$ cat src/rtl/wall_pkg.sv
// wall_pkg -- shared types and constants for the scrolling wall field.
//   wall_state_e  : control FSM states
//   wall_slot_t   : one wall slot (active flag, left edge x, gap top gap_y)
//   SCREEN_H_MAX  : visible screen height in pixels
//   gap_from_rand : maps a random word onto a gap top that keeps the gap on screen
package wall_pkg;

  localparam int SCREEN_H_MAX = 480;

  typedef enum logic [1:0] {
    IDLE,
    MOVE,
    SPAWN_REQ,
    SPAWN_LOAD
  } wall_state_e;

  typedef struct packed {
    logic        active;
    logic [10:0] x;
    logic [10:0] gap_y;
  } wall_slot_t;

  // Values that would push the gap past the bottom edge are folded back up by 256.
  function automatic logic [10:0] gap_from_rand(input logic [10:0] rand_word,
                                                input int          gap_h);
    logic [8:0] r;
    r = rand_word[8:0];
    if (int'(r) <= SCREEN_H_MAX - gap_h) return {2'b00, r};
    else return {2'b00, r - 9'd256};
  endfunction

endpackage

$ cat src/rtl/wall_hit.sv
// wall_hit -- registered pixel-hit test for one wall slot.
//   pixel_clk, reset : clock, asynchronous active-high reset
//   slot             : slot record under test
//   hcount, vcount   : current scan coordinates
//   hit              : one cycle later, the pixel lies on this wall's solid part
module wall_hit
  import wall_pkg::*;
#(
  parameter int WALL_W = 32,
  parameter int GAP_H  = 120
) (
  input  logic        pixel_clk,
  input  logic        reset,
  input  wall_slot_t  slot,
  input  logic [10:0] hcount,
  input  logic [10:0] vcount,
  output logic        hit
);

  // 12-bit arithmetic so x + WALL_W near the right edge never wraps.
  logic [11:0] h, v, x_lo, x_hi, g_lo, g_hi;
  logic        in_x, in_gap;

  assign h      = {1'b0, hcount};
  assign v      = {1'b0, vcount};
  assign x_lo   = {1'b0, slot.x};
  assign x_hi   = {1'b0, slot.x} + 12'(WALL_W);
  assign g_lo   = {1'b0, slot.gap_y};
  assign g_hi   = {1'b0, slot.gap_y} + 12'(GAP_H);
  assign in_x   = (h >= x_lo) && (h < x_hi);
  assign in_gap = (v >= g_lo) && (v < g_hi);

  always_ff @(posedge pixel_clk or posedge reset) begin
    if (reset) hit <= 1'b0;
    else       hit <= slot.active && in_x && !in_gap;
  end

endmodule

$ cat src/rtl/wall_field.sv
// wall_field -- scrolling wall slots with periodic spawning and a pixel query.
//   pixel_clk, reset      : clock, asynchronous active-high reset
//   enable                : 1 = scroll and spawn, 0 = frozen (pixel query stays live)
//   frame_tick            : one-cycle pulse per frame at vblank start
//   rand_y/rand_valid     : random word from the upstream source, valid strobe
//   rand_req              : asking for a random word (handshake with rand_valid)
//   hcount, vcount        : scan coordinates; wall_pixel answers one cycle later
//   wall_count            : number of active slots
//   busy                  : control FSM is not in IDLE
// Optional feature: define WALL_SPEEDUP_EN to raise the scroll speed by one after
// every 8 spawns, saturating at 2*SPEED. Without it the speed is fixed at SPEED.
module wall_field
  import wall_pkg::*;
#(
  parameter int NUM_WALLS    = 4,
  parameter int WALL_W       = 32,
  parameter int GAP_H        = 120,
  parameter int SCREEN_W     = 640,
  parameter int SPAWN_FRAMES = 90,
  parameter int SPEED        = 2
) (
  input  logic        pixel_clk,
  input  logic        reset,
  input  logic        enable,
  input  logic        frame_tick,
  input  logic [10:0] rand_y,
  input  logic        rand_valid,
  output logic        rand_req,
  input  logic [10:0] hcount,
  input  logic [10:0] vcount,
  output logic        wall_pixel,
  output logic [2:0]  wall_count,
  output logic        busy
);

  localparam int               IDX_W    = (NUM_WALLS > 1) ? $clog2(NUM_WALLS) : 1;
  localparam logic [IDX_W-1:0] LAST_IDX = IDX_W'(NUM_WALLS - 1);
  localparam logic [15:0]      DUE_CNT  = 16'(SPAWN_FRAMES - 1);

  wall_state_e          state, state_next;
  wall_slot_t           slots [NUM_WALLS];
  wall_slot_t           moved_slot;
  logic [IDX_W-1:0]     idx;
  logic [IDX_W-1:0]     free_idx;
  logic                 free_found;
  logic [NUM_WALLS-1:0] active_now, active_after, hits;
  logic                 free_after;
  logic [15:0]          spawn_cnt;
  logic                 spawn_due;
  logic                 pending;
  logic [10:0]          rand_hold;
  logic [10:0]          speed;
  logic [2:0]           active_total;

  // ---------------------------------------------------------------------------
  // Slot bookkeeping
  // ---------------------------------------------------------------------------
  always_comb begin
    // NOTE: every combinational output gets a default first so no path leaves it
    // unassigned -- otherwise synthesis infers a latch.
    active_total = '0;
    for (int i = 0; i < NUM_WALLS; i++) begin
      active_now[i] = slots[i].active;
      active_total  = active_total + 3'(slots[i].active);
    end
  end

  // Result of scrolling the slot currently addressed in MOVE.
  always_comb begin
    moved_slot = slots[idx];
    if (moved_slot.active) begin
      if (moved_slot.x < speed) moved_slot.active = 1'b0;
      else                      moved_slot.x      = moved_slot.x - speed;
    end
  end

  // The spawn decision on the last MOVE cycle must see that cycle's own update.
  always_comb begin
    active_after = active_now;
    if (state == MOVE) active_after[idx] = moved_slot.active;
    free_after = ~&active_after;
  end

  // Lowest-index free slot: scan downward so the smallest index wins.
  always_comb begin
    free_found = 1'b0;
    free_idx   = '0;
    for (int i = NUM_WALLS - 1; i >= 0; i--) begin
      if (!slots[i].active) begin
        free_found = 1'b1;
        free_idx   = IDX_W'(i);
      end
    end
  end

  assign spawn_due = (spawn_cnt == DUE_CNT);

  // ---------------------------------------------------------------------------
  // Control FSM
  // ---------------------------------------------------------------------------
  always_ff @(posedge pixel_clk or posedge reset) begin
    if (reset) state <= IDLE;
    else       state <= state_next;
  end

  always_comb begin
    state_next = state;
    rand_req   = 1'b0;
    busy       = 1'b1;
    unique case (state)
      IDLE: begin
        busy = 1'b0;
        if (enable && (frame_tick || pending)) state_next = MOVE;
      end
      MOVE: begin
        if (idx == LAST_IDX) state_next = (spawn_due && free_after) ? SPAWN_REQ : IDLE;
      end
      SPAWN_REQ: begin
        rand_req = 1'b1;
        if (rand_valid) state_next = SPAWN_LOAD;
      end
      SPAWN_LOAD: state_next = IDLE;
      default:    state_next = IDLE;
    endcase
  end

  // ---------------------------------------------------------------------------
  // Datapath
  // ---------------------------------------------------------------------------
  always_ff @(posedge pixel_clk or posedge reset) begin
    if (reset) begin
      // NOTE: the slot array is a handful of flops, not a RAM, so it is cleared
      // here like any other state; a real memory would not be reset this way.
      for (int i = 0; i < NUM_WALLS; i++) slots[i] <= '0;
      idx        <= '0;
      spawn_cnt  <= '0;
      pending    <= 1'b0;
      rand_hold  <= '0;
      wall_count <= '0;
    end else begin
      // NOTE: non-blocking assignments throughout, so every register here sees
      // the pre-edge values of the others regardless of statement order.
      wall_count <= active_total;

      // A tick that lands while busy is remembered once; extra ticks are dropped.
      if (state == IDLE) begin
        if (state_next == MOVE) pending <= 1'b0;
      end else if (enable && frame_tick) begin
        pending <= 1'b1;
      end

      unique case (state)
        IDLE: idx <= '0;
        MOVE: begin
          slots[idx] <= moved_slot;
          idx        <= idx + IDX_W'(1);
          if (idx == LAST_IDX) spawn_cnt <= spawn_due ? 16'd0 : spawn_cnt + 16'd1;
        end
        SPAWN_REQ: if (rand_valid) rand_hold <= rand_y;
        SPAWN_LOAD: begin
          if (free_found) begin
            slots[free_idx] <= '{active: 1'b1,
                                 x:      11'(SCREEN_W),
                                 gap_y:  gap_from_rand(rand_hold, GAP_H)};
          end
        end
        default: ;
      endcase
    end
  end

  // ---------------------------------------------------------------------------
  // Scroll speed
  // ---------------------------------------------------------------------------
`ifdef WALL_SPEEDUP_EN
  logic [2:0] spawn_tally;

  always_ff @(posedge pixel_clk or posedge reset) begin
    if (reset) begin
      speed       <= 11'(SPEED);
      spawn_tally <= '0;
    end else if (state == SPAWN_LOAD && free_found) begin
      spawn_tally <= spawn_tally + 3'd1;
      // The eighth spawn wraps the tally and bumps the speed.
      if (spawn_tally == 3'd7 && speed < 11'(2 * SPEED)) speed <= speed + 11'd1;
    end
  end
`else
  assign speed = 11'(SPEED);
`endif

  // ---------------------------------------------------------------------------
  // Pixel query
  // ---------------------------------------------------------------------------
  for (genvar g = 0; g < NUM_WALLS; g++) begin : g_hit
    wall_hit #(
      .WALL_W(WALL_W),
      .GAP_H (GAP_H)
    ) u_hit (
      .pixel_clk(pixel_clk),
      .reset    (reset),
      .slot     (slots[g]),
      .hcount   (hcount),
      .vcount   (vcount),
      .hit      (hits[g])
    );
  end

  assign wall_pixel = |hits;

endmodule

$ cat config.mk
export PLATFORM = sky130hd
export DESIGN_NAME = wall_field
export DESIGN_NICKNAME = d
export VERILOG_FILES = /design/src/rtl/wall_pkg.sv /design/src/rtl/wall_hit.sv /design/src/rtl/wall_field.sv
export SDC_FILE = /design/constraint.sdc
export NUM_CORES = 1
export LEC_CHECK = 0
export BUFFER_PORTS_ARGS = -buffer_cell sky130_fd_sc_hd__buf_2
export CAP_MARGIN = 40
export CELL_PAD_IN_SITES_DETAIL_PLACEMENT = 0
export CELL_PAD_IN_SITES_GLOBAL_PLACEMENT = 1
export CORE_MARGIN = 8
export CORE_UTILIZATION = 35
export CTS_BUF_LIST = sky130_fd_sc_hd__clkbuf_4
export CTS_CLUSTER_DIAMETER = 60
export DETAILED_ROUTE_END_ITERATION = 10
export GPL_ROUTABILITY_DRIVEN = 0
export PLACE_DENSITY_LB_ADDON = 0.25
export SYNTH_ARGS = -nofsm -noshare
export SYNTH_HDL_FRONTEND = slang
export SYNTH_SLANG_ARGS = --single-unit
$ cat constraint.sdc
create_clock -name pixel_clk -period 4.1 [get_ports pixel_clk]
set_clock_uncertainty 0.1 [all_clocks]
set_input_delay 0 -clock pixel_clk [delete_from_list [all_inputs] [get_ports pixel_clk]]
set_output_delay 0 -clock pixel_clk [all_outputs]
set_load 0.005 [all_outputs]
# Word level (Yosys, flattened, before mapping)
# Cells that the tools add are included.
dict set report word_totals {
  out_inout_bits 6
  elab_cells 150
  n_memories 0
  latchBits 0
  rom_bits 0
  reg_bits 129
  ram_bits 0
}
dict set report classes {
  reduce_logical 38
  bitwise 2
  eq_ne 8
  order_cmp 24
  add_sub_neg 15
  div_mod_pow 0
  mul 0
  n_shift 0
  muxes 41
}
# cell n
set op_table {}
lappend op_table {{92-bit bitwise mux} 2}
lappend op_table {{92-bit case mux with 2 select lines} 1}
lappend op_table {{11-bit by 12-bit < comparator with 1-bit output} 8}
lappend op_table {{23-bit demux with 2-bit select} 2}
lappend op_table {{23-bit two-way mux} 4}
lappend op_table {{92-bit two-way mux} 1}
lappend op_table {{11-bit >= comparator} 8}
lappend op_table {{11-bit by 6-bit adder with 12-bit output (second input constant)} 4}
lappend op_table {{11-bit by 7-bit adder with 12-bit output (second input constant)} 4}
lappend op_table {{23-bit binary-select mux with 2-bit select} 1}
lappend op_table {{11-bit two-way mux} 3}
lappend op_table {{1-bit logical AND} 22}
lappend op_table {{16-bit by 1-bit adder with 16-bit output (second input constant)} 1}
lappend op_table {{16-bit by 7-bit equality test with 1-bit output (second input constant)} 1}
lappend op_table {{16-bit two-way mux} 1}
lappend op_table {{2-bit two-way mux} 8}
lappend op_table {{12-bit two-way mux} 1}
lappend op_table {{11-bit by 2-bit < comparator with 1-bit output (second input constant)} 1}
lappend op_table {{1-bit two-way mux} 11}
lappend op_table {{11-bit by 2-bit subtractor with 11-bit output (second input constant)} 1}
lappend op_table {{9-bit <= comparator (second input constant)} 1}
lappend op_table {{9-bit two-way mux} 1}
lappend op_table {{9-bit subtractor (second input constant)} 1}
lappend op_table {{2-bit case mux with 4 select lines} 1}
lappend op_table {{other kinds (24)} 39}

# Logic depth before layout (Yosys ltp)
# Gate-level depths: netlist of run 1.
dict set report depth {
  word_depth 18
  ltp_mapped 12
  depth_no_buf 12
}

# By module
# A second synthesis of run 1 with hierarchy kept.
dict set report hier_totals {
  cells_unflattened 1143
  hier_area_um2 10462.5
}
# mod cells_each instances area_per_inst_um2
set modules_own_cells {}
lappend modules_own_cells {wall_field 563 1 6065.8}
lappend modules_own_cells {{wall_hit at g_hit[2].u_hit ...} 144 2 1101.1}
lappend modules_own_cells {{wall_hit at g_hit[0].u_hit ...} 146 2 1097.3}

# Worst setup path before layout of run 1
# No wires, ideal clock.
dict set report synth_path {
  path_kind {reg-to-reg}
  startpoint {register idx[1]}
  endpoint {register slots[82] in the netlist's numbering}
  path_slack_ns 1.317
  path_buffers 1
  arrival_ns 2.606
  path_stages_with_launch 11
  setup_ns 0.077
  cell_sequence {dfrtp_1 > buf_6 > mux4_2 > inv_1 > ha_1 > inv_1 > a2111oi_2 > o211ai_2 > nand2_2 > mux2_2 > o21ai_1}
}
dict set report synth_via {
  elab_chain_cells 9
}
# element line_no
set synth_rtl {}
lappend synth_rtl {{start, declared} wall_field.sv:43} ;# logic [IDX_W-1:0] idx;
lappend synth_rtl {{start signal, assigned} wall_field.sv:156} ;# idx <= idx + IDX_W'(1);
lappend synth_rtl {{2-bit NOT with 3-bit output (implied by the code) *} {wall_field.sv:70, wall_field.sv:155}}
lappend synth_rtl {{23-bit binary-select mux with 2-bit select} wall_field.sv:70} ;# moved_slot = slots[idx];
lappend synth_rtl {{23-bit two-way mux (implied by the code) (2 in series)} wall_field.sv:70}
lappend synth_rtl {{11-bit by 2-bit subtractor with 11-bit output or 11-bit by 2-bit < comparator with 1-bit output (tied branches)} {wall_field.sv:73, wall_field.sv:72}}
lappend synth_rtl {{11-bit two-way mux} wall_field.sv:72} ;# if (moved_slot.x < speed) moved_slot.active = 1'b0;
lappend synth_rtl {{12-bit two-way mux} wall_field.sv:71} ;# if (moved_slot.active) begin
lappend synth_rtl {{92-bit bitwise mux *} wall_field.sv:155} ;# slots[idx] <= moved_slot;
lappend synth_rtl {{92-bit case mux with 2 select lines *} wall_field.sv:152} ;# unique case (state)
lappend synth_rtl {{end signal, assigned by index} wall_field.sv:155}
lappend synth_rtl {{end signal, assigned by index} wall_field.sv:162} ;# slots[free_idx] <= '{active: 1'b1,
lappend synth_rtl {{end, declared} wall_field.sv:41} ;# wall_slot_t slots [NUM_WALLS];
# Mark *: on every way between the ends. The rest lies on a longest branch, timed or not. The select of a mux whose other input is x is not followed.
# A chain may end at the register's enable or synchronous reset.

# Worst setup path in the final report of run 1
dict set report layout_path {
  startpoint {register idx[0]}
  endpoint {register slots[13] in the netlist's numbering}
}
# The elaborated chain is that of the path after synthesis.

==> results.md, run 1 <==
- Status: complete, no violations
- Total routing usage reported by global routing: 18.3%
- Final worst slack: 1010 ps
- Routed vias: 8978
- FILL cells: 2987
- Peak Freq: 0.324 GHz
- Reg power frac: 29.0%
- Initial Util: 35.6%
- Layout Nets: 1415
- Kind of critical path: flip-flop to flip-flop
- Mapped Cells: 1153
- Die X: 190 µm
- Vias in the first global route: 8889
- Syn nets: 1353
- Top post-synthesis cells by area: dfrtp_1 (30%), ha_1 (19%), mux4_2 (4.7%)
- Register-to-register path setup slack: 1010 ps
- Area of the die: 36100 µm²
- CP Data Required Time: 4460 ps
- RSZ-0062 raised after global routing: no
- Min Clock Period, post-route: 3090 ps
- Power share of the clock group: 11.0%
- Cell accounting for the most synthesized area: dfrtp_1
- Combinational share of power: 60.0%
- Post-synth top area share: 30.5%
- Initial antenna violation count: 1
- Max Root-Sink Buffers: 2
- Xor-xnor portion of the synthesized cell area: 4.47%
- Top Ports: 44
- Synth cell types: 74
- Place WS: 1050 ps
- CP cell instances: buf_4, mux4_2, nor3_2, o211ai_2, nand2_2, mux2_2, o21ai_1
- Post-synth top cells: ha_1 (161), dfrtp_1 (129), inv_1 (113), nand2_1 (82), o21ai_0 (69)
- Largest net degree at the start of global routing: 58
- CTS tree: built
- CP max stage delay: 620 ps
- CTS clock-pin slew for the worst setup and hold paths: 120 ps
- Setup crit start kind: flip-flop
- Worst-Skew Late Latency: 550 ps
- Final std cells w/o fill: 1620
- First-pass GRT wire length: 51.9 mm
- FP Rows: 63
- Main synth FF type: dfrtp_1
- Num CTS Buffers: 17
- Placed Cells: 1561
- Residual DRC: 0
- Height of the die: 190 µm
- Final Hold Viols: 0
- Routed WL: 32.5 mm
- Internal: 3.92 mW
- Net switching power: 3.88 mW
- RR Startpoint: idx[0]$_DFFE_PP0P_
- Asr flop ratio synth: 100%
- R2R depth: 7
- Reg2reg end: slots[13]$_DFFE_PP0P_
- Adder-cell share of the synthesized area: 19.2%
- Synth Area in Simple Gates: 14.7%
- Worst path top cell family by delay: multiplexers
- Post-synth EDFFs: 0
- CP startpoint: idx[0]$_DFFE_PP0P_
- IO Port Bufs: 41
- Sequential-to-total area share from yosys stat: 30.5%
- Leak: 5.27 nW
- Yosys reg bits: 129
- Slowest CP cell: dfrtp_1
- HPWL after DPL: 24.7 mm
- Minimum hold slack: 56.6 ps
- Post-CTS Setup Inserts: 0
- Synth Cell Area: 10600 µm²
- Slew of the pin with the lowest slew margin: 857 ps
- Wire per inst: 20.0 µm
- Switching share of power: 49.7%
- Fin util: 39.7%
- Root Driver: clkbuf_4
- CTS Sinks: 129
- Arr. time, crit path: 3450 ps
- Final period utilization: 75.3%
- Hold EP: g_hit[0].u_hit.hit$_DFF_PP0_
- Final Setup Violations: 0
- Power Dens Cells: 662 nW/µm²
- DRT Pass-1 Iters: 5
- Relative slew margins: 42.8%
- Area grow syn2layout: 11.3%
- Syn_area_per_cell: 9.18 µm²
- Grt ovf: 0
- Proportion of synthesized area in mux cells: 6.59%
- Post_cts resized: 0
- Class of the worst hold path: input pin to flip-flop
- Max-cap violations: 0
- Hold bufs inserted after CTS: 25
- WHS Path Cells: 5
- CP endpoint kind: flip-flop
- Core area: 29700 µm²
- Share of cells above drive strength 1: 11.9%
- Sum Neg Setup Slack: 0 ps
- Top-count cell post-synth: ha_1
- Antenna Nets Post-Route: 0
- Initial DRC count: 581
- Worst Hold Launch: hcount[7]
- CP bufs+invs: 1
- Largest family of logic cells by synthesized area: adder cells
- Final Max Slew Viols: 0
- CTS H-Tree Depth: 4
- CP max FO: 26
- Warnings from Yosys: 0
- Post-synthesis compound-gate area fraction: 19.1%
- VDD IR max: 0.266 mV
- Via-to-Cell Ratio: 5.54
power by group through the flow:
stage / clock network, mW / registers (mW) / logic (mW)
after floorplan: 0 / 1.99 / 3.50
after global placement: 0 / 2.27 / 4.58
after detailed placement: 0 / 2.28 / 4.63
after CTS: 0.888 / 2.25 / 4.69
after global routing: 0.938 / 2.32 / 5.26
final: 0.862 / 2.26 / 4.68
metal layers:
| layer | track usage (%) | part of all wire, % |
|---|---|---|
| met1 | 26.5 | 50 |
| met3 | 2.91 | 4.2 |
| met5 | 0 | 0 |
| met2 | 28.6 | 45 |
| met4 | 3.43 | 0.81 |
layout make-up:
cell class	instances	area, µm²	area share [%]
Multi-Input combinational cell	872	6780	57.5
Sequential cell	129	3230	27.4
Timing Repair Buffer	82	596	5.05
Tap cell	390	488	4.14
Inverter	113	429	3.64
Clock inverter	15	135	1.15
Clock buffer	17	128	1.08
Antenna cell	2	5.00	0.0424
registers in the layout (all words and copies together) (netlist names):
signal,cells
active_now,4
g_hit.u_hit.hit,4
idx,2
pending,1
rand_hold,9
slots,88
spawn_cnt,16
state,2
wall_count,3
layout by cell type, fill, tap and decap left out, types with 16 or more instances in the layout:
| master | count |
|---|---|
| a31oi_1 | 21 |
| nand4_1 | 25 |
| nor3_1 | 27 |
| ha_1 | 161 |
| o21ai_1 | 17 |
| o21ai_0 | 69 |
| a21o_1 | 19 |
| clkbuf_4 | 17 |
| nor2_1 | 48 |
| xnor2_1 | 48 |
| nand3_1 | 61 |
| a21oi_1 | 65 |
| dfrtp_1 | 128 |
| a22oi_1 | 16 |
| inv_1 | 112 |
| buf_2 | 41 |
| dlygate4sd3_1 | 25 |
| mux4_2 | 22 |
| nand2_1 | 82 |
worst reg2reg max path, delay by kind of cell, from the launching register on:
family	cells	cell delay, ps
flip-flops	1	620
AND/OR/NAND/NOR	2	460
buffers and inverters	1	480
multiplexers	2	1040
AO/OA/AOI/OAI	2	330
worst max path at each step:
| stage | to | slack [ps] | cells past startpoint |
|---|---|---|---|
| floorplan | active_now[0]$_DFFE_PP0P_ | 560 | 1 |
| CTS | slots[13]$_DFFE_PP0P_ | 1030 | 7 |
| global placement | slots[13]$_DFFE_PP0P_ | 1080 | 7 |
| global route | slots[36]$_DFFE_PP0P_ | 870 | 7 |
| detailed placement | g_hit[0].u_hit.hit$_DFF_PP0_ | 1050 | 10 |
| finish | slots[13]$_DFFE_PP0P_ | 1010 | 7 |
through the flow:
stage	power [mW]	cell area [µm²]
4_1_cts	7.83	11800
5_1_grt	8.52	11800
6_report	7.80	11800
2_1_floorplan	5.49	10600
3_5_place_dp	6.91	11300
3_3_place_gp	6.85	11200
logic make-up after synthesis:
kind of cell,count (synthesis)
xor gates and xnor gates,54
DFF,129
adders and majority gates,162
muxes,39
buffers and inverters,152
and+or+nand+nor,307
AOI/OAI and AO/OA,310
Note: power is estimated with default switching activity, not from simulation.
==> run 2, diff against run 1 <==
--- a/config.mk
+++ b/config.mk
@@ -5,6 +5,7 @@
 export SDC_FILE = /design/constraint.sdc
 export NUM_CORES = 1
 export LEC_CHECK = 0
+export ABC_AREA = 1
 export BUFFER_PORTS_ARGS = -buffer_cell sky130_fd_sc_hd__buf_2
 export CAP_MARGIN = 40
 export CELL_PAD_IN_SITES_DETAIL_PLACEMENT = 0
==> constraint.sdc (replaced) <==
create_clock -name pixel_clk -period 3.17 [get_ports pixel_clk]
set_clock_uncertainty 0.1 [all_clocks]
set_input_delay 0 -clock pixel_clk [delete_from_list [all_inputs] [get_ports pixel_clk]]
set_output_delay 0 -clock pixel_clk [all_outputs]
set_load 0.005 [all_outputs]
==> run 2 against run 1 <==
Effect of this change: first-iteration DRC count rose by 27%; setup slack got worse by 610 ps; clock power rose by 45%; critical path type unchanged.
==> results.md, run 2 <==
- CP Data Required Time: 3520 ps (-940 ps)
- Final period utilization: 87.4% (+12 points)
- Top reg by flops: slots
- Post-CTS Setup Inserts: 0 (unchanged)
- CTS Sinks: 129 (unchanged)
- Commonest non-fill, non-tap cell in the layout: nand2_1
- CP max FO: 12 (-54%)
- Sequential-to-total area share from yosys stat: 30.2% (-0.30 points)
- CP cell instances: ha_1, inv_1, nor2_1, clkinv_1, a21oi_4, inv_2, a21oi_1, a22oi_1
- Relative slew margins: 48.4% (+5.5 points)
- Asr flop ratio synth: 100% (unchanged)
- Internal: 5.40 mW (+38%)
- Power Dens Cells: 950 nW/µm² (+43%)
- RR Startpoint: idx[1]$_DFFE_PP0P_
- Root Driver: clkbuf_4
- Largest net degree at the start of global routing: 130 (+120%)
- Most frequent cells in the layout: nand2_1 (239), inv_1 (176), ha_1 (161)
- Status: complete, no violations
- Worst-Skew Late Latency: 560 ps (about the same)
- CTS H-Tree Depth: 4 (unchanged)
- Post-synth EDFFs: 0 (unchanged)
- Minimum hold slack: 6.22 ps (-50.4 ps)
- Area grow syn2layout: 11.4% (about the same)
- Initial antenna violation count: 1 (unchanged)
- VDD IR max: 0.460 mV (+73%)
- Syn_area_per_cell: 7.65 µm² (-17%)
- Num CTS Buffers: 17 (unchanged)
- Via-to-Cell Ratio: 5.26 (-5.2%)
- Combinational share of power: 63.5% (+3.5 points)
- Final Max Slew Viols: 0 (unchanged)
- Power share of the clock group: 11.1% (about the same)
- Routed WL: 34.1 mm (+4.9%)
- Sum Neg Setup Slack: 0 ps (unchanged)
- Die X: 191 µm (+0.45%)
- Net switching power: 5.91 mW (+52%)
- Arr. time, crit path: 3120 ps (-330 ps)
- Warnings from Yosys: 0 (unchanged)
- Area of the die: 36400 µm² (+0.90%)
- Peak Freq: 0.361 GHz (+11%)
- Vias in the first global route: 9671 (+8.8%)
- Worst Hold Launch: rand_valid
- Final Hold Viols: 0 (unchanged)
- First-pass GRT wire length: 54.3 mm (+4.7%)
- Slowest CP cell: dfrtp_1
- Grt ovf: 0 (unchanged)
- Max reg flops: 88 (unchanged)
- Final Setup Violations: 0 (unchanged)
- IO Port Bufs: 41 (unchanged)
- Slew of the pin with the lowest slew margin: 774 ps (-83.2 ps)
- Core area: 30300 µm² (+2.1%)
- DRT Pass-1 Iters: 5 (unchanged)
- Post-synth top cells: nand2_1 (239), inv_1 (177), ha_1 (161), dfrtp_1 (129), a21oi_1 (113)
- Routed vias: 9864 (+9.9%)
- Residual DRC: 0 (unchanged)
- Total routing usage reported by global routing: 19.0% (+0.70 points)
- HPWL after DPL: 25.7 mm (+3.9%)
- Wire per inst: 18.1 µm (-9.5%)
- Mapped Cells: 1397 (+21%)
- CP max stage delay: 640 ps (+20 ps)
- Max-cap violations: 0 (unchanged)
- Post-synth top area share: 30.2% (-0.30 points)
- Top-count cell post-synth: nand2_1
- Largest regs: slots: 88 flops, spawn_cnt: 16 flops, rand_hold: 9 flops
- Synth Cell Area: 10700 µm² (+0.98%)
- Share of cells above drive strength 1: 7.84% (-4.0 points)
- Cell accounting for the most synthesized area: dfrtp_1
- CTS clock-pin slew for the worst setup and hold paths: 130 ps (about the same)
- Top post-synthesis cells by area: dfrtp_1 (30%), ha_1 (19%), nand2_1 (8.4%)
- Switching share of power: 52.2% (+2.5 points)
- Yosys reg bits: 129 (unchanged)
- FP Rows: 64 (+1.6%)
- CTS tree: built
- Syn nets: 1597 (+18%)
- Antenna Nets Post-Route: 0 (unchanged)
- Kind of critical path: flip-flop to flip-flop
- Reg power frac: 25.4% (-3.6 points)
- Class of the worst hold path: input pin to flip-flop
- Synth cell types: 47 (-36%)
- Min Clock Period, post-route: 2770 ps (-316 ps)
- Leak: 5.62 nW (+6.7%)
- CP endpoint kind: flip-flop
- CP startpoint: idx[1]$_DFFE_PP0P_
- Main synth FF type: dfrtp_1
- Max Root-Sink Buffers: 2 (unchanged)
- Layout Nets: 1666 (+18%)
- Setup crit start kind: flip-flop
- RSZ-0062 raised after global routing: no
- Height of the die: 191 µm (+0.45%)
- Initial DRC count: 739 (+27%)
- Top Ports: 44 (unchanged)
- Initial Util: 35.2% (-0.40 points)
## run 2: cell count changes after synthesis, moves of 37 or more
cell and change:
nand2_1 +157, nor2_1 +46, xnor2_1 -37, inv_1 +64
o22ai_1 +73, a21oi_1 +48
## run 2: what timing repair did
item | CTS | global route
gates resized for setup | 0 | 0
hold buffers | 22 | 0
endpoints found under the hold margin | 140 | 0
setup endpoints to repair | 0 | 0
## run 2: power by group through the flow
| stage | combinational, mW | clock, mW | sequential, mW |
|---|---|---|---|
| 2_1_floorplan | 5.27 | 0 | 2.63 |
| 3_3_place_gp | 7.05 | 0 | 2.90 |
| 3_5_place_dp | 7.12 | 0 | 2.90 |
| 4_1_cts | 7.19 | 1.28 | 2.86 |
| 5_1_grt | 8.20 | 1.35 | 2.96 |
| 6_report | 7.19 | 1.25 | 2.87 |
## run 2: kinds of logic after synthesis
group	count (synthesis)	share of synthesized area, %
AOI/OAI and AO/OA	333	17.7
xor gates and xnor gates	53	4.34
muxes	1	0.105
buffers and inverters	221	8.18
adders and majority gates	162	19.0
and+or+nand+nor	498	20.4
DFF	129	30.2
## run 2: path summary, 6_finish.rpt
check                                           end  slack, ps  cells past startpoint
max                            slots[8]$_DFFE_PP0P_        400                      8
min                        rand_hold[6]$_DFFE_PP0P_          6                      4
max reg2reg                    slots[8]$_DFFE_PP0P_        400                      8
min reg2reg                spawn_cnt[7]$_DFFE_PP0P_        410                      1
max in group asynchronous     slots[38]$_DFFE_PP0P_       2290                      4
min in group asynchronous     slots[24]$_DFFE_PP0P_         80                      4
## run 2: per-layer routing
| metal | vias up | wire length [µm] | global-route usage (%) | share of wire (%) |
|---|---|---|---|---|
| met1 | 4652 | 17500 | 28.3 | 51 |
| met4 | 0 | 374 | 3.76 | 1.1 |
| met5 | - | 0 | 0 | 0 |
| li1 | 4970 | - | - | - |
| met3 | 29 | 1640 | 2.76 | 4.8 |
| met2 | 213 | 14500 | 28.7 | 43 |
## run 2: layout make-up
class,count,area [µm²]
multi-input cells,1047,6590
inverters,189,713
clock inverters,15,169
diodes,2,5.00
flip-flops and latches,129,3230
well taps,396,495
clock buffers,17,128
fillers,3178,18400
repair buffers,82,581
## run 2: critical path: cells and delay by family (launching register included)
kind | cells | cell delay [ps]
compound gates | 3 | 760
buf+inv | 3 | 670
flops | 1 | 640
fa+ha+maj | 1 | 330
simple gates | 1 | 150
## run 2: metrics by stage
| step | setup WS (ps) | utilization [%] | instances | total power [mW] | cell area (µm²) |
|---|---|---|---|---|---|
| floorplan | 837 | - | 1397 | 7.91 | 10700 |
| global placement | 451 | 37.5 | 1821 | 9.95 | 11400 |
| detailed placement | 440 | 37.5 | 1821 | 10.0 | 11400 |
| CTS | 395 | 39.2 | 1875 | 11.3 | 11900 |
| global route | 199 | 39.2 | 1877 | 12.5 | 11900 |
| finish | 399 | 39.2 | 1877 | 11.3 | 11900 |
==> run 3, diff against run 2 <==
--- a/config.mk
+++ b/config.mk
@@ -10,8 +10,8 @@
 export CAP_MARGIN = 40
 export CELL_PAD_IN_SITES_DETAIL_PLACEMENT = 0
 export CELL_PAD_IN_SITES_GLOBAL_PLACEMENT = 1
-export CORE_MARGIN = 8
-export CORE_UTILIZATION = 35
+export CORE_MARGIN = 1
+export CORE_UTILIZATION = 49
 export CTS_BUF_LIST = sky130_fd_sc_hd__clkbuf_4
 export CTS_CLUSTER_DIAMETER = 60
 export DETAILED_ROUTE_END_ITERATION = 10
==> run 3 against run 2 <==
Effect of this change: sequential power is essentially flat; sequential share of layout area grew 0.20 points; register-to-register slack lost 40 ps; sequential cell count is the same; worst hold slack gained 64 ps; setup slack lost 39 ps; clock power shrank 9.6%; die area shrank 38%; final cell count shrank 6.2%; maximum frequency shrank 1.4%; wire length shrank 9.0%; critical endpoint is now slots[62]$_DFFE_PP0P_; highest routed layer unchanged.
==> results.md, run 3 (synthesis results as in run 2) <==
- Grt ovf: 0 (unchanged)
- Power Dens Cells: 942 nW/µm² (-0.79%)
- Max Root-Sink Buffers: 2 (unchanged)
- Arr. time, crit path: 3110 ps (about the same)
- Initial Util: 50.4% (+15 points)
- Wire length on met1: 14.8 mm (-15%)
- CTS tree: built
- Total routing usage reported by global routing: 29.4% (+10 points)
- Share of cells above drive strength 1: 7.68% (-0.17 points)
- Layout Nets: 1672 (+0.36%)
- Area of the die: 22400 µm² (-38%)
- Height of the die: 150 µm (-22%)
- Via-to-Cell Ratio: 5.66 (+7.7%)
- Relative slew margins: 51.9% (+3.6 points)
- CP endpoint kind: flip-flop
- Final Max Slew Viols: 0 (unchanged)
- CP Data Required Time: 3470 ps (-50 ps)
- VDD IR max: 0.428 mV (-6.8%)
- Final period utilization: 88.7% (+1.2 points)
- Core area: 21200 µm² (-30%)
- IO Port Bufs: 41 (unchanged)
- Commonest non-fill, non-tap cell in the layout: nand2_1
- Vias in the first global route: 9806 (+1.4%)
- First-pass GRT wire length: 50.5 mm (-7.0%)
- FP Rows: 53 (-17%)
- Antenna Nets Post-Route: 0 (unchanged)
- Class of the worst hold path: input pin to flip-flop
- HPWL after DPL: 23.2 mm (-9.5%)
- CTS H-Tree Depth: 4 (unchanged)
- Die X: 150 µm (-22%)
- RSZ-0062 raised after global routing: no
- Num CTS Buffers: 17 (unchanged)
- CTS Sinks: 129 (unchanged)
- Residual DRC: 0 (unchanged)
- Area grow syn2layout: 10.6%
- Routed vias: 9969 (+1.1%)
- Largest net degree at the start of global routing: 130 (unchanged)
- Final Setup Violations: 0 (unchanged)
- Routed WL: 31.0 mm (-9.0%)
- Max reg flops: 88 (unchanged)
- Final Hold Viols: 0 (unchanged)
- Worst-Skew Late Latency: 540 ps (-20 ps)
- Root Driver: clkbuf_4
- Met3 wire length: 1.91 mm (+16%)
- Most frequent cells in the layout: nand2_1 (239), inv_1 (176), ha_1 (161)
- Minimum hold slack: 69.9 ps (+63.7 ps)
- Slew of the pin with the lowest slew margin: 721 ps (-53.5 ps)
- Final Power: 11.1 mW (-1.5%)
- Leak: 5.66 nW (+0.63%)
- Initial DRC count: 665 (-10%)
- CTS clock-pin slew for the worst setup and hold paths: 110 ps (-20 ps)
- DRT Pass-1 Iters: 5 (unchanged)
- Kind of critical path: flip-flop to flip-flop
- Wire per inst: 17.6 µm (-3.1%)
- Max-cap violations: 0 (unchanged)
- Metal2 WL: 13.7 mm (-5.5%)
- Largest regs: slots: 88 flops, spawn_cnt: 16 flops, rand_hold: 9 flops
- Initial antenna violation count: 1 (unchanged)
- Top reg by flops: slots
- Post-CTS Setup Inserts: 0 (unchanged)
- Setup crit start kind: flip-flop
- CP max FO: 30 (+18)
- Peak Freq: 0.356 GHz (-1.4%)
- Sum Neg Setup Slack: 0 ps (unchanged)
- Highest metal used: met4
- Status: complete, no violations
- Min Clock Period, post-route: 2810 ps (+39.0 ps)
- Top Ports: 44 (unchanged)
- FILL cells: 2146 (-32%)
## run 3: area by class of cell
cell class	instances	area (µm²)	share of cell area, %
sequential	129	3230	27.3
inverter	189	713	6.03
timing repair buffer	88	673	5.69
clock buffer	21	158	1.33
antenna	1	2.50	0.0212
clock inverter	11	115	0.973
tap	275	344	2.91
multi-input combinational	1047	6590	55.7
## run 3: worst max-delay path, stage by stage (launching register included)
cell	delay, ps
dfrtp_2	720
inv_2	290
nand2_1	130
nand3_1	80
nand2_1	180
nand2_1	90
nor2_2	200
nand2_4	110
nand2_2	120
nor2_1	70
xor2_1	460
o22ai_1	130
## run 3: what timing repair did
action,CTS,global route
hold endpoints to repair,140,0
gates resized for setup,0,0
hold buffers,31,0
## run 3: per-layer routing
layer	GRT usage [%]	up-vias
met5	0	-
met4	8.79	0
met3	4.12	39
met2	45.6	272
met1	42.4	4675
li1	-	4983
## run 3: path summary, 6_finish.rpt
path,start,endpoint,slack (ps),depth (start not counted)
setup / recovery,idx[0]$_DFFE_PP0P_,slots[62]$_DFFE_PP0P_,360,11
setup reg to reg,idx[0]$_DFFE_PP0P_,slots[62]$_DFFE_PP0P_,360,11
hold reg to reg,spawn_cnt[7]$_DFFE_PP0P_,spawn_cnt[7]$_DFFE_PP0P_,400,1
hold / removal,hcount[3],g_hit[1].u_hit.hit$_DFF_PP0_,70,6
max in group asynchronous,reset,slots[40]$_DFFE_PP0P_,2320,4
min in group asynchronous,reset,rand_hold[4]$_DFFE_PP0P_,100,4
## run 3: per-stage QoR
stage / instance area [µm²] / std cells / setup slack [ps] / util, %
after floorplan: 10700 / 1397 / 837 / -
after global placement: 11200 / 1697 / 484 / 53.0
after detailed placement: 11200 / 1697 / 391 / 53.0
after CTS: 11800 / 1760 / 385 / 55.7
after global routing: 11800 / 1761 / 196 / 55.7
final: 11800 / 1761 / 360 / 55.7
## run 3: power by group
group / switching [mW] / internal [mW] / leakage, nW / total, mW
clock: 0.634 / 0.495 / 0.147 / 1.13
sequential: 0.623 / 2.25 / 1.64 / 2.87
combinational: 4.50 / 2.64 / 3.88 / 7.14
total: 5.76 / 5.38 / 5.66 / 11.1
